### src/rtl/csr_file_if.sv
// Shared CSR types and the write-back / redirect interface between
// the pipeline and the machine-mode CSR file.
package csr_pkg;
   typedef enum logic [3:0] {
      EXC_IMISALIGN = 4'd0,
      EXC_IFAULT    = 4'd1,
      EXC_ILLEGAL   = 4'd2,
      EXC_BREAK     = 4'd3,
      EXC_LMISALIGN = 4'd4,
      EXC_LFAULT    = 4'd5,
      EXC_SMISALIGN = 4'd6,
      EXC_SFAULT    = 4'd7,
      EXC_ECALL_U   = 4'd8,
      EXC_ECALL_S   = 4'd9,
      EXC_ECALL_M   = 4'd11
   } exc_e;

   typedef enum logic [1:0] {
      INT_SW = 2'd0,
      INT_TR = 2'd1,
      INT_EX = 2'd2
   } irq_e;

   typedef struct packed {
      logic        valid;
      logic        w_valid;
      logic [11:0] wa;
      logic [63:0] wd;
      logic        is_mret;
      logic        is_exception;
      exc_e        exception;
      logic        is_interrupt;
      irq_e        m_interrupt;
      logic [63:0] pc;
   } csr_input_t;
endpackage

interface csr_file_if;
   import csr_pkg::*;
   csr_input_t  csr_input;
   logic [11:0] ra;
   logic [63:0] rd;
   logic        redirect_valid;
   logic [63:0] redirect_pc;

   modport master (
      output csr_input, ra,
      input  rd, redirect_valid, redirect_pc
   );
   modport slave (
      input  csr_input, ra,
      output rd, redirect_valid, redirect_pc
   );
endinterface

### src/rtl/csr_file.sv
// Machine-mode CSR file: CSR writes, trap entry, mret and the
// one-cycle refetch redirect that follows every trap or mret.
module csr_file
   import csr_pkg::*;
#(
   parameter logic [63:0] MTVEC_RST = 64'h0
) (
   input  logic        clk,
   input  logic        reset,
   csr_file_if.slave   bus
);
   localparam logic [11:0] A_MSTATUS  = 12'h300;
   localparam logic [11:0] A_MIE      = 12'h304;
   localparam logic [11:0] A_MTVEC    = 12'h305;
   localparam logic [11:0] A_MSCRATCH = 12'h340;
   localparam logic [11:0] A_MEPC     = 12'h341;
   localparam logic [11:0] A_MCAUSE   = 12'h342;
   localparam logic [11:0] A_MTVAL    = 12'h343;
   localparam logic [11:0] A_MIP      = 12'h344;
   localparam logic [11:0] A_MCYCLE   = 12'hB00;

   logic [63:0] mstatus_q, mstatus_d;
   logic [63:0] mie_q, mie_d;
   logic [63:0] mtvec_q, mtvec_d;
   logic [63:0] mscratch_q, mscratch_d;
   logic [63:0] mepc_q, mepc_d;
   logic [63:0] mcause_q, mcause_d;
   logic [63:0] mtval_q, mtval_d;
   logic [63:0] mip_q, mip_d;
   logic [63:0] mcycle_q, mcycle_d;
   logic        rv_q, rv_d;
   logic [63:0] rpc_q, rpc_d;

   csr_input_t ev;
   logic [3:0] irq_code;
   logic       irq_take;
   logic       trap;

   assign ev = bus.csr_input;

   always_comb begin
      irq_code = 4'd11;
      unique case (ev.m_interrupt)
         INT_SW:  irq_code = 4'd3;
         INT_TR:  irq_code = 4'd7;
         default: irq_code = 4'd11;
      endcase
   end

   assign irq_take = mstatus_q[3] & mie_q[irq_code];

   always_comb begin
      mstatus_d  = mstatus_q;
      mie_d      = mie_q;
      mtvec_d    = mtvec_q;
      mscratch_d = mscratch_q;
      mepc_d     = mepc_q;
      mcause_d   = mcause_q;
      mtval_d    = mtval_q;
      mip_d      = mip_q;
      mcycle_d   = mcycle_q + 64'd1;
      rv_d       = 1'b0;
      rpc_d      = '0;
      trap       = 1'b0;
      if (ev.valid) begin
         if (ev.w_valid) begin
            unique case (ev.wa)
               A_MSTATUS:  mstatus_d  = ev.wd;
               A_MIE:      mie_d      = ev.wd;
               A_MTVEC:    mtvec_d    = ev.wd;
               A_MSCRATCH: mscratch_d = ev.wd;
               A_MEPC:     mepc_d     = ev.wd;
               A_MCAUSE:   mcause_d   = ev.wd;
               A_MTVAL:    mtval_d    = ev.wd;
               A_MIP:      mip_d      = ev.wd;
               A_MCYCLE:   mcycle_d   = ev.wd;
               default:    ;
            endcase
         end else if (ev.is_mret) begin
            mstatus_d[3]     = mstatus_q[7];
            mstatus_d[7]     = 1'b1;
            mstatus_d[12:11] = 2'b11;
            rv_d             = 1'b1;
            rpc_d            = mepc_q;
         end else if (ev.is_exception) begin
            trap     = 1'b1;
            mcause_d = {1'b0, 59'd0, ev.exception};
         end else if (ev.is_interrupt && irq_take) begin
            trap     = 1'b1;
            mcause_d = {1'b1, 59'd0, irq_code};
         end
      end
      // Shared trap entry for exceptions and taken interrupts
      if (trap) begin
         mepc_d           = ev.pc;
         mstatus_d[7]     = mstatus_q[3];
         mstatus_d[3]     = 1'b0;
         mstatus_d[12:11] = 2'b11;
         rv_d             = 1'b1;
         rpc_d            = {mtvec_q[63:2], 2'b00};
      end
   end

   always_ff @(posedge clk or posedge reset) begin
      if (reset) begin
         mstatus_q  <= '0;
         mie_q      <= '0;
         mtvec_q    <= MTVEC_RST;
         mscratch_q <= '0;
         mepc_q     <= '0;
         mcause_q   <= '0;
         mtval_q    <= '0;
         mip_q      <= '0;
         mcycle_q   <= '0;
         rv_q       <= 1'b0;
         rpc_q      <= '0;
      end else begin
         mstatus_q  <= mstatus_d;
         mie_q      <= mie_d;
         mtvec_q    <= mtvec_d;
         mscratch_q <= mscratch_d;
         mepc_q     <= mepc_d;
         mcause_q   <= mcause_d;
         mtval_q    <= mtval_d;
         mip_q      <= mip_d;
         mcycle_q   <= mcycle_d;
         rv_q       <= rv_d;
         rpc_q      <= rpc_d;
      end
   end

   always_comb begin
      bus.rd = '0;
      unique case (bus.ra)
         A_MSTATUS:  bus.rd = mstatus_q;
         A_MIE:      bus.rd = mie_q;
         A_MTVEC:    bus.rd = mtvec_q;
         A_MSCRATCH: bus.rd = mscratch_q;
         A_MEPC:     bus.rd = mepc_q;
         A_MCAUSE:   bus.rd = mcause_q;
         A_MTVAL:    bus.rd = mtval_q;
         A_MIP:      bus.rd = mip_q;
         A_MCYCLE:   bus.rd = mcycle_q;
         default:    bus.rd = '0;
      endcase
   end

   assign bus.redirect_valid = rv_q;
   assign bus.redirect_pc    = rpc_q;
endmodule

### src/flat_wrapper.sv
// flat-port wrapper written by rule: the top's interface ports become plain ports
module csr_file_flat import csr_pkg::*;
#(
   parameter logic [63:0] MTVEC_RST = 64'h0
)
  (clk, reset, bus_csr_input, bus_ra, bus_rd, bus_redirect_valid, bus_redirect_pc);
  csr_file_if bus_i ();
  input  logic clk;
  input  logic reset;
  input wire logic [$bits(bus_i.csr_input)-1:0] bus_csr_input;
  input wire logic [$bits(bus_i.ra)-1:0] bus_ra;
  output wire logic [$bits(bus_i.rd)-1:0] bus_rd;
  output wire logic [$bits(bus_i.redirect_valid)-1:0] bus_redirect_valid;
  output wire logic [$bits(bus_i.redirect_pc)-1:0] bus_redirect_pc;
  assign bus_i.csr_input = bus_csr_input;
  assign bus_i.ra = bus_ra;
  assign bus_rd = bus_i.rd;
  assign bus_redirect_valid = bus_i.redirect_valid;
  assign bus_redirect_pc = bus_i.redirect_pc;
  csr_file #(.MTVEC_RST(MTVEC_RST)) u_core (.clk(clk), .reset(reset), .bus(bus_i));
endmodule
### config.mk
export PLATFORM = sky130hd
export DESIGN_NAME = csr_file_flat
export DESIGN_NICKNAME = d
export VERILOG_FILES = /design/src/rtl/csr_file_if.sv /design/src/rtl/csr_file.sv /design/src/flat_wrapper.sv
export SDC_FILE = /design/constraint.sdc
export NUM_CORES = 1
export LEC_CHECK = 0
export CORE_AREA = 3 3 277 279
export CTS_CLUSTER_SIZE = 40
export DETAILED_ROUTE_END_ITERATION = 10
export DIE_AREA = 0 0 280 282
export GPL_TIMING_DRIVEN = 0
export PLACE_DENSITY = 0.62
export SYNTH_ARGS = -nofsm -noshare
export SYNTH_HDL_FRONTEND = slang
export SYNTH_SLANG_ARGS = --single-unit
### constraint.sdc
create_clock -name clk -period 28.1 [get_ports clk]
set_input_delay 2.81 -clock clk [delete_from_list [all_inputs] [get_ports clk]]
set_output_delay 2.81 -clock clk [all_outputs]
set_load 0.02 [all_outputs]
==> results of run 1 <==
## how the worst min path moves through the flow
stage,slack (ns),cells past startpoint,start,to
6_report,0.48,2,u_core.mcause_q[56],u_core.mcause_q[56]
5_1_grt,0.51,2,u_core.mcause_q[42],u_core.mcause_q[42]
4_1_cts,0.48,2,u_core.mcause_q[26],u_core.mcause_q[26]
3_5_place_dp,0.47,2,u_core.mcause_q[59],u_core.mcause_q[59]
3_3_place_gp,0.46,2,u_core.mcause_q[9],u_core.mcause_q[9]
2_1_floorplan,0.45,2,u_core.mcause_q[0],u_core.mcause_q[0]
## cell usage after synthesis, types with 4 or more instances
cell type / n / area, um2
o2bb2ai_1: 47 / 412
mux2_2: 312 / 3510
clkbuf_1: 208 / 781
mux2_1: 16 / 180
a222oi_1: 15 / 150
nand4_1: 15 / 93.8
nand2_1: 383 / 1440
a22oi_1: 65 / 488
buf_2: 9 / 45.0
nor4_1: 12 / 75.1
dfrtp_1: 641 / 16000
a221oi_1: 49 / 429
buf_6: 6 / 67.6
a21oi_1: 80 / 400
xnor2_1: 38 / 333
and4_1: 10 / 87.6
nand3_1: 26 / 130
inv_1: 10 / 37.5
nor3_1: 20 / 100
xor2_1: 24 / 210
o21ai_0: 66 / 330
a22o_1: 62 / 543
mux2i_1: 130 / 1300
nor2_1: 96 / 360
a21o_1: 14 / 105
o2111ai_1: 47 / 412
or3_1: 4 / 25.0
buf_1: 15 / 56.3
and3_1: 10 / 62.6
mux2_4: 60 / 901
o221ai_1: 14 / 123
## cell families after synthesis
group           share of synthesized area [%]
flops                                    54.2
simple gates                             8.83
mux                                      19.9
compound gates                           11.8
buf+inv                                  3.40
xor+xnor                                 1.83
fa+ha+maj                              0.0423
## metal layers
layer	vias to the layer above	wire length, um	global-route usage (%)	share of wire [%]
li1	9784	-	-	-
met4	0	5560	13.9	4.9
met5	-	0	0	0
met3	244	10200	6.76	9.1
met2	1203	50800	43.6	45
met1	11900	45800	37.1	41
## flip-flops by register name, summed over array words and instances (netlist names)
signal,cells
u_core.bus.redirect_pc,64
u_core.mcause_q,64
u_core.mcycle_q,64
u_core.mepc_q,64
u_core.mie_q,64
u_core.mip_q,64
u_core.mscratch_q,64
u_core.mstatus_q,64
u_core.mtval_q,64
u_core.mtvec_q,64
u_core.bus.redirect_valid,1
## final cells by class
type                    instances  area [um2]
plain buffers                 241         973
clock inverters                16         270
clock buffers                 107        2180
diodes                          6        15.0
inverters                      11        48.8
multi-input cells            1657       12600
well taps                     969        1210
fillers                      6640       38700
flip-flops and latches        641       16000
repair buffers                234        2470
## through the flow
| step | total power, mW | std cells | hold slack [ns] | worst slack [ns] |
|---|---|---|---|---|
| finish | 2.13 | 3882 | 0.482 | 16.43 |
| global route | 2.20 | 3878 | 0.506 | 16.29 |
| CTS | 2.14 | 3875 | 0.482 | 16.69 |
| detailed placement | 1.16 | 3752 | 0.470 | 16.73 |
| global placement | 1.15 | 3745 | 0.461 | 0.354 |
| floorplan | 1.09 | 2550 | 0.449 | 7.33 |
## worst max-delay path, delay by kind of cell
family | cells | cell delay (ns)
buf+inv | 4 | 3.04
simple gates | 4 | 2.80
compound gates | 1 | 0.18
## where the power goes
group | leakage, nW | internal (mW) | switching, mW | total [mW]
clock network | 1.21 | 0.598 | 0.390 | 0.988
logic | 6.75 | 0.0540 | 0.0900 | 0.144
registers | 8.78 | 0.965 | 0.0369 | 1.00
total | 16.7 | 1.62 | 0.517 | 2.13
==> flow_metrics.env, run 1 <==
export IMPL_r2r_start="u_core.mstatus_q[3]"
export IMPL_violations="capacitance limit, slew limit"
export IMPL_layout_common_cells="dfrtp_1, nand2_1, mux2_2"
export IMPL_p_leak_nw=16.7
export IMPL_syn_inst=2550
export IMPL_antenna_left=0
export IMPL_finalSetupTns_ns=0
export IMPL_grt_pass1_vias=23400
export IMPL_synth_enable_flop_cells=0
export IMPL_drive_gt1_share_pct=18.0
export IMPL_cts_buffers=71
export IMPL_via_count=23100
export IMPL_initial_utilization_pct=39.8
export IMPL_die_h_um=282
export IMPL_grt_setup_unrepaired="no"
export IMPL_first_iter_violations=2490
export IMPL_clk_latency_ns=0.64
export IMPL_die_area_mm2=0.0790
export IMPL_syn_num_nets=2716
export IMPL_crit_path_end="bus_rd[57]"
export IMPL_cap_viol_max_count=4
export IMPL_rows=100
export IMPL_outcome="finished, violations left"
export IMPL_finalSetupViolations=0
export IMPL_finalHoldViolations=0
export IMPL_ys_ff_latch=641
export IMPL_drt_pass1_iterations=6
export IMPL_core_area_mm2=0.0744
export IMPL_slowest_delay_ns=1.17
export IMPL_seq_area_frac_synth_pct=54.2
export IMPL_drcViolationCount=0
export IMPL_portBuffers=226
export IMPL_report_final_slew_viol_count=44
export IMPL_slew_headroom_pct=-3.60
export IMPL_crit_chain="clkdlybuf4s50_1 > nor4_1 > nand2_1 > nor3_1 > clkbuf_1 > clkbuf_1 > nand2_1 > o2111ai_1 > clkdlybuf4s50_1"
export IMPL_cts_hold_fix_buffers=0
export IMPL_synth_distinct_cells=58
export IMPL_io_pins=294
export IMPL_viasPerCell=5.95
export IMPL_clkSinkCount=641
export IMPL_cts_tree="built"
export IMPL_powerDensity_mw_per_mm2=59.7
export IMPL_stdcell_area_mm2=0.0358
export IMPL_overflow=0
export IMPL_critPathMaxFanout=10
export IMPL_yosysWarningCount=0
export IMPL_r2r_setup_slack_ns=24.44
export IMPL_min_period_ns=11.67
export IMPL_place_area_mm2=0.0333
export IMPL_grt_max_degree=137
export IMPL_cts_resized=0
export IMPL_grt_pass1_wl_um=161000
export IMPL_fin_skew_ns=0.0308
export IMPL_worstRegToRegCells=6
export IMPL_synth_area_per_cell_um2=11.6
export IMPL_cts_post_setup_buffers_inserted=0
export IMPL_track_usage_pct=28.1
export IMPL_antenna_found_initial=9
export IMPL_clkTransAtPathRegs_ns=0.06
export IMPL_fmaxAchievable_mhz=85.7
export IMPL_cts_root_buffer="clkbuf_16"
export IMPL_routedWlPerCell_um=28.9
export IMPL_synth_ff_type="dfrtp_1"
export IMPL_final_core_util_pct=48.0
export IMPL_mostFrequentLayoutCell="dfrtp_1"
export IMPL_min_path_type="reg -> reg"
export IMPL_die_w_um=280
export IMPL_syn_to_final_growth_pct=20.8
export IMPL_hpwl_um=77100
export IMPL_rr_endpoint="u_core.bus.redirect_pc[20]"
export IMPL_layout_nets=3023
export IMPL_cp_start_kind="primary input"
export IMPL_place_congestion=0.925
export IMPL_critPathSlowestCell="nor3_1"
export IMPL_path_class="in -> out"
export IMPL_synthesis_area_mm2=0.0296
export IMPL_htree_levels=3
export IMPL_clockBufferDepth=3
export IMPL_peakVddDrop_uv=40.3
export IMPL_ys_async_sr_fraction_pct=100
export IMPL_cp_data_required_time_ns=25.29
export IMPL_crit_path_end_kind="primary output"
export IMPL_worst_pin_slew_ns=1.55
export IMPL_post_route_period_util_pct=41.5
export IMPL_arrival_ns=8.86
export IMPL_routed_wl_um=112000
export IMPL_startpoint="bus_ra[5]"
(Power assumes the default switching activity.)
==> run 2: changes to the inputs <==
==> constraint.sdc (replaced) <==
create_clock -name clk -period 11.55 [get_ports clk]
set_input_delay 1.155 -clock clk [delete_from_list [all_inputs] [get_ports clk]]
set_output_delay 1.155 -clock clk [all_outputs]
set_load 0.02 [all_outputs]
==> flow_metrics.env, run 2 (synthesis gave the netlist of run 1 again) <==
export IMPL_cts_root_buffer="clkbuf_16"
export IMPL_clkSinkCount=641
export IMPL_clockBufferDepth=3
export IMPL_die_h_um=282
export IMPL_routed_wl_um=112000
export IMPL_cp_data_required_time_ns=10.40
export IMPL_layout_nets=3033
export IMPL_cp_start_kind="primary input"
export IMPL_grt_setup_unrepaired="no"
export IMPL_r2r_setup_slack_ns=7.91
export IMPL_critPathSlowestCell="nor3_1"
export IMPL_die_area_mm2=0.0790
export IMPL_place_congestion=0.921
export IMPL_clkPwrFrac_pct=44.6
export IMPL_clkTransAtPathRegs_ns=0.06
export IMPL_mostFrequentLayoutCell="dfrtp_1"
export IMPL_fin_skew_ns=0.0231
export IMPL_p_sw_mw=1.24
export IMPL_power_total_mw=5.04
export IMPL_path_class="in -> out"
export IMPL_hpwl_um=78000
export IMPL_initial_utilization_pct=39.8
export IMPL_peakVddDrop_uv=106
export IMPL_cts_hold_fix_buffers=0
export IMPL_fmaxAchievable_mhz=119
export IMPL_crit_path_end_kind="primary output"
export IMPL_antenna_left=0
export IMPL_violations="capacitance limit, slew limit"
export IMPL_powerDensity_mw_per_mm2=141
export IMPL_core_area_mm2=0.0744
export IMPL_syn_to_final_growth_pct=20.8
export IMPL_min_path_type="reg -> reg"
export IMPL_finalHoldViolations=0
export IMPL_via_count=23300
export IMPL_cts_resized=0
export IMPL_cap_viol_max_count=4
export IMPL_finalSetupViolations=0
export IMPL_drive_gt1_share_pct=18.2
export IMPL_finalSetupTns_ns=0
export IMPL_min_period_ns=8.43
export IMPL_pwr_share_comb_pct=7.1
export IMPL_p_sw_share_pct=24.6
export IMPL_overflow=0
export IMPL_cts_tree="built"
export IMPL_die_w_um=280
export IMPL_worst_pin_slew_ns=1.54
export IMPL_viasPerCell=5.97
export IMPL_seqPwrFrac_pct=48.3
export IMPL_io_pins=294
export IMPL_htree_levels=3
export IMPL_p_leak_nw=16.7
export IMPL_drcViolationCount=0
export IMPL_post_route_period_util_pct=73.0
export IMPL_critPathMaxFanout=10
export IMPL_cts_post_setup_buffers_inserted=0
export IMPL_timing_critical_path_buf_inv=4
export IMPL_timing_critical_path_max_delay_family="buffers and inverters"
export IMPL_portBuffers=226
export IMPL_slew_headroom_pct=-2.86
export IMPL_outcome="finished, violations left"
export IMPL_layout_common_cells="dfrtp_1, nand2_1, mux2_2"
export IMPL_drt_pass1_iterations=7
export IMPL_slowest_delay_ns=1.23
export IMPL_track_usage_pct=27.9
export IMPL_first_iter_violations=2245
export IMPL_grt_max_degree=44
export IMPL_cts_buffers=71
export IMPL_arrival_ns=7.27
export IMPL_internal_power_mw=3.80
export IMPL_grt_pass1_vias=23400
export IMPL_rows=100
export IMPL_antenna_found_initial=8
export IMPL_report_final_slew_viol_count=22
export IMPL_routedWlPerCell_um=28.7
export IMPL_grt_pass1_wl_um=160000
export IMPL_crit_chain="clkdlybuf4s50_1 > nor4_1 > nand2_1 > nor3_1 > clkbuf_1 > buf_1 > nand2_1 > o2111ai_1 > clkdlybuf4s50_1"
export IMPL_clk_latency_ns=0.62
[run 2: changes by cell type in the layout (fill, tap and decap cells not counted), moves of 3 or more]
| cell | previous run | this run |
|---|---|---|
| clkinv_2 | 7 | 15 |
| buf_16 | 7 | 1 |
| clkbuf_1 | 216 | 220 |
| bufinv_16 | 7 | 2 |
| buf_12 | 0 | 17 |
| clkbuf_8 | 16 | 13 |
[run 2: path summary, 6_finish.rpt]
path / to / from / depth (start not counted)
worst max-delay path: bus_rd[25] / bus_ra[5] / 9
worst min-delay path: u_core.mcause_q[6] / u_core.mcause_q[6] / 2
worst max register to register: u_core.bus.redirect_pc[20] / u_core.mie_q[7] / 6
worst min register to register: u_core.mcause_q[6] / u_core.mcause_q[6] / 2
max in group asynchronous: u_core.mtval_q[46] / reset / 7
min in group asynchronous: u_core.bus.redirect_pc[4] / reset / 2
[run 2: power groups by stage]
stage / Combinational [mW] / Sequential, mW / Clock, mW
2_1_floorplan: 0.192 / 2.45 / 0
3_3_place_gp: 0.332 / 2.47 / 0
3_5_place_dp: 0.356 / 2.47 / 0
4_1_cts: 0.358 / 2.43 / 2.27
5_1_grt: 0.393 / 2.45 / 2.37
6_report: 0.357 / 2.44 / 2.25
[run 2: tightest hold or removal path, cell delays in order, from the launching register on]
cell and delay (ns):
dfrtp_1 0.34, nand2_1 0.05, o21ai_0 0.06
[run 2: layout make-up]
type	instances	area [um2]
fillers	6592	38700
well taps	969	1210
diodes	7	17.5
plain buffers	241	972
inverters	11	45.0
flip-flops and latches	641	16000
clock buffers	106	2120
clock inverters	19	168
repair buffers	244	2630
multi-input cells	1657	12600
[run 2: per-layer routing]
metal	vias up	wire (um)	track usage, %
met5	-	7	0
met4	2	6440	14.4
met3	305	10300	7.01
met2	1148	50000	42.9
met1	12000	45000	36.7
li1	9805	-	-
[run 2: stage by stage]
step / util, % / cells / hold WS, ns / cell area [um2] / setup WS, ns
finish: 48.0 / 3895 / 0.477 / 35800 / 3.12
global route: 48.0 / 3889 / 0.504 / 35700 / 3.17
CTS: 48.0 / 3888 / 0.482 / 35700 / 3.55
detailed placement: 44.9 / 3763 / 0.470 / 33500 / 3.58
global placement: 44.4 / 3745 / 0.460 / 33100 / -2.15
floorplan: - / 2550 / 0.449 / 29600 / 1.64
==> run 3: changes to the inputs <==
==> constraint.sdc (replaced) <==
create_clock -name clk -period 8.3 [get_ports clk]
set_input_delay 0.83 -clock clk [delete_from_list [all_inputs] [get_ports clk]]
set_output_delay 0.83 -clock clk [all_outputs]
set_load 0.02 [all_outputs]
==> results of run 3 <==
Same layout as run 2 (identical final DEF). Status: finished, violations left: capacitance limit, slew limit.
Main changes from that run: setup slack after placement 3.58 ns -> 0.976 ns; setup slack after layout 3.12 ns -> 0.522 ns; register-to-register setup slack 7.91 ns -> 4.66 ns; total power 5.04 mW -> 7.02 mW; worst IR drop on VDD 106 uV -> 148 uV
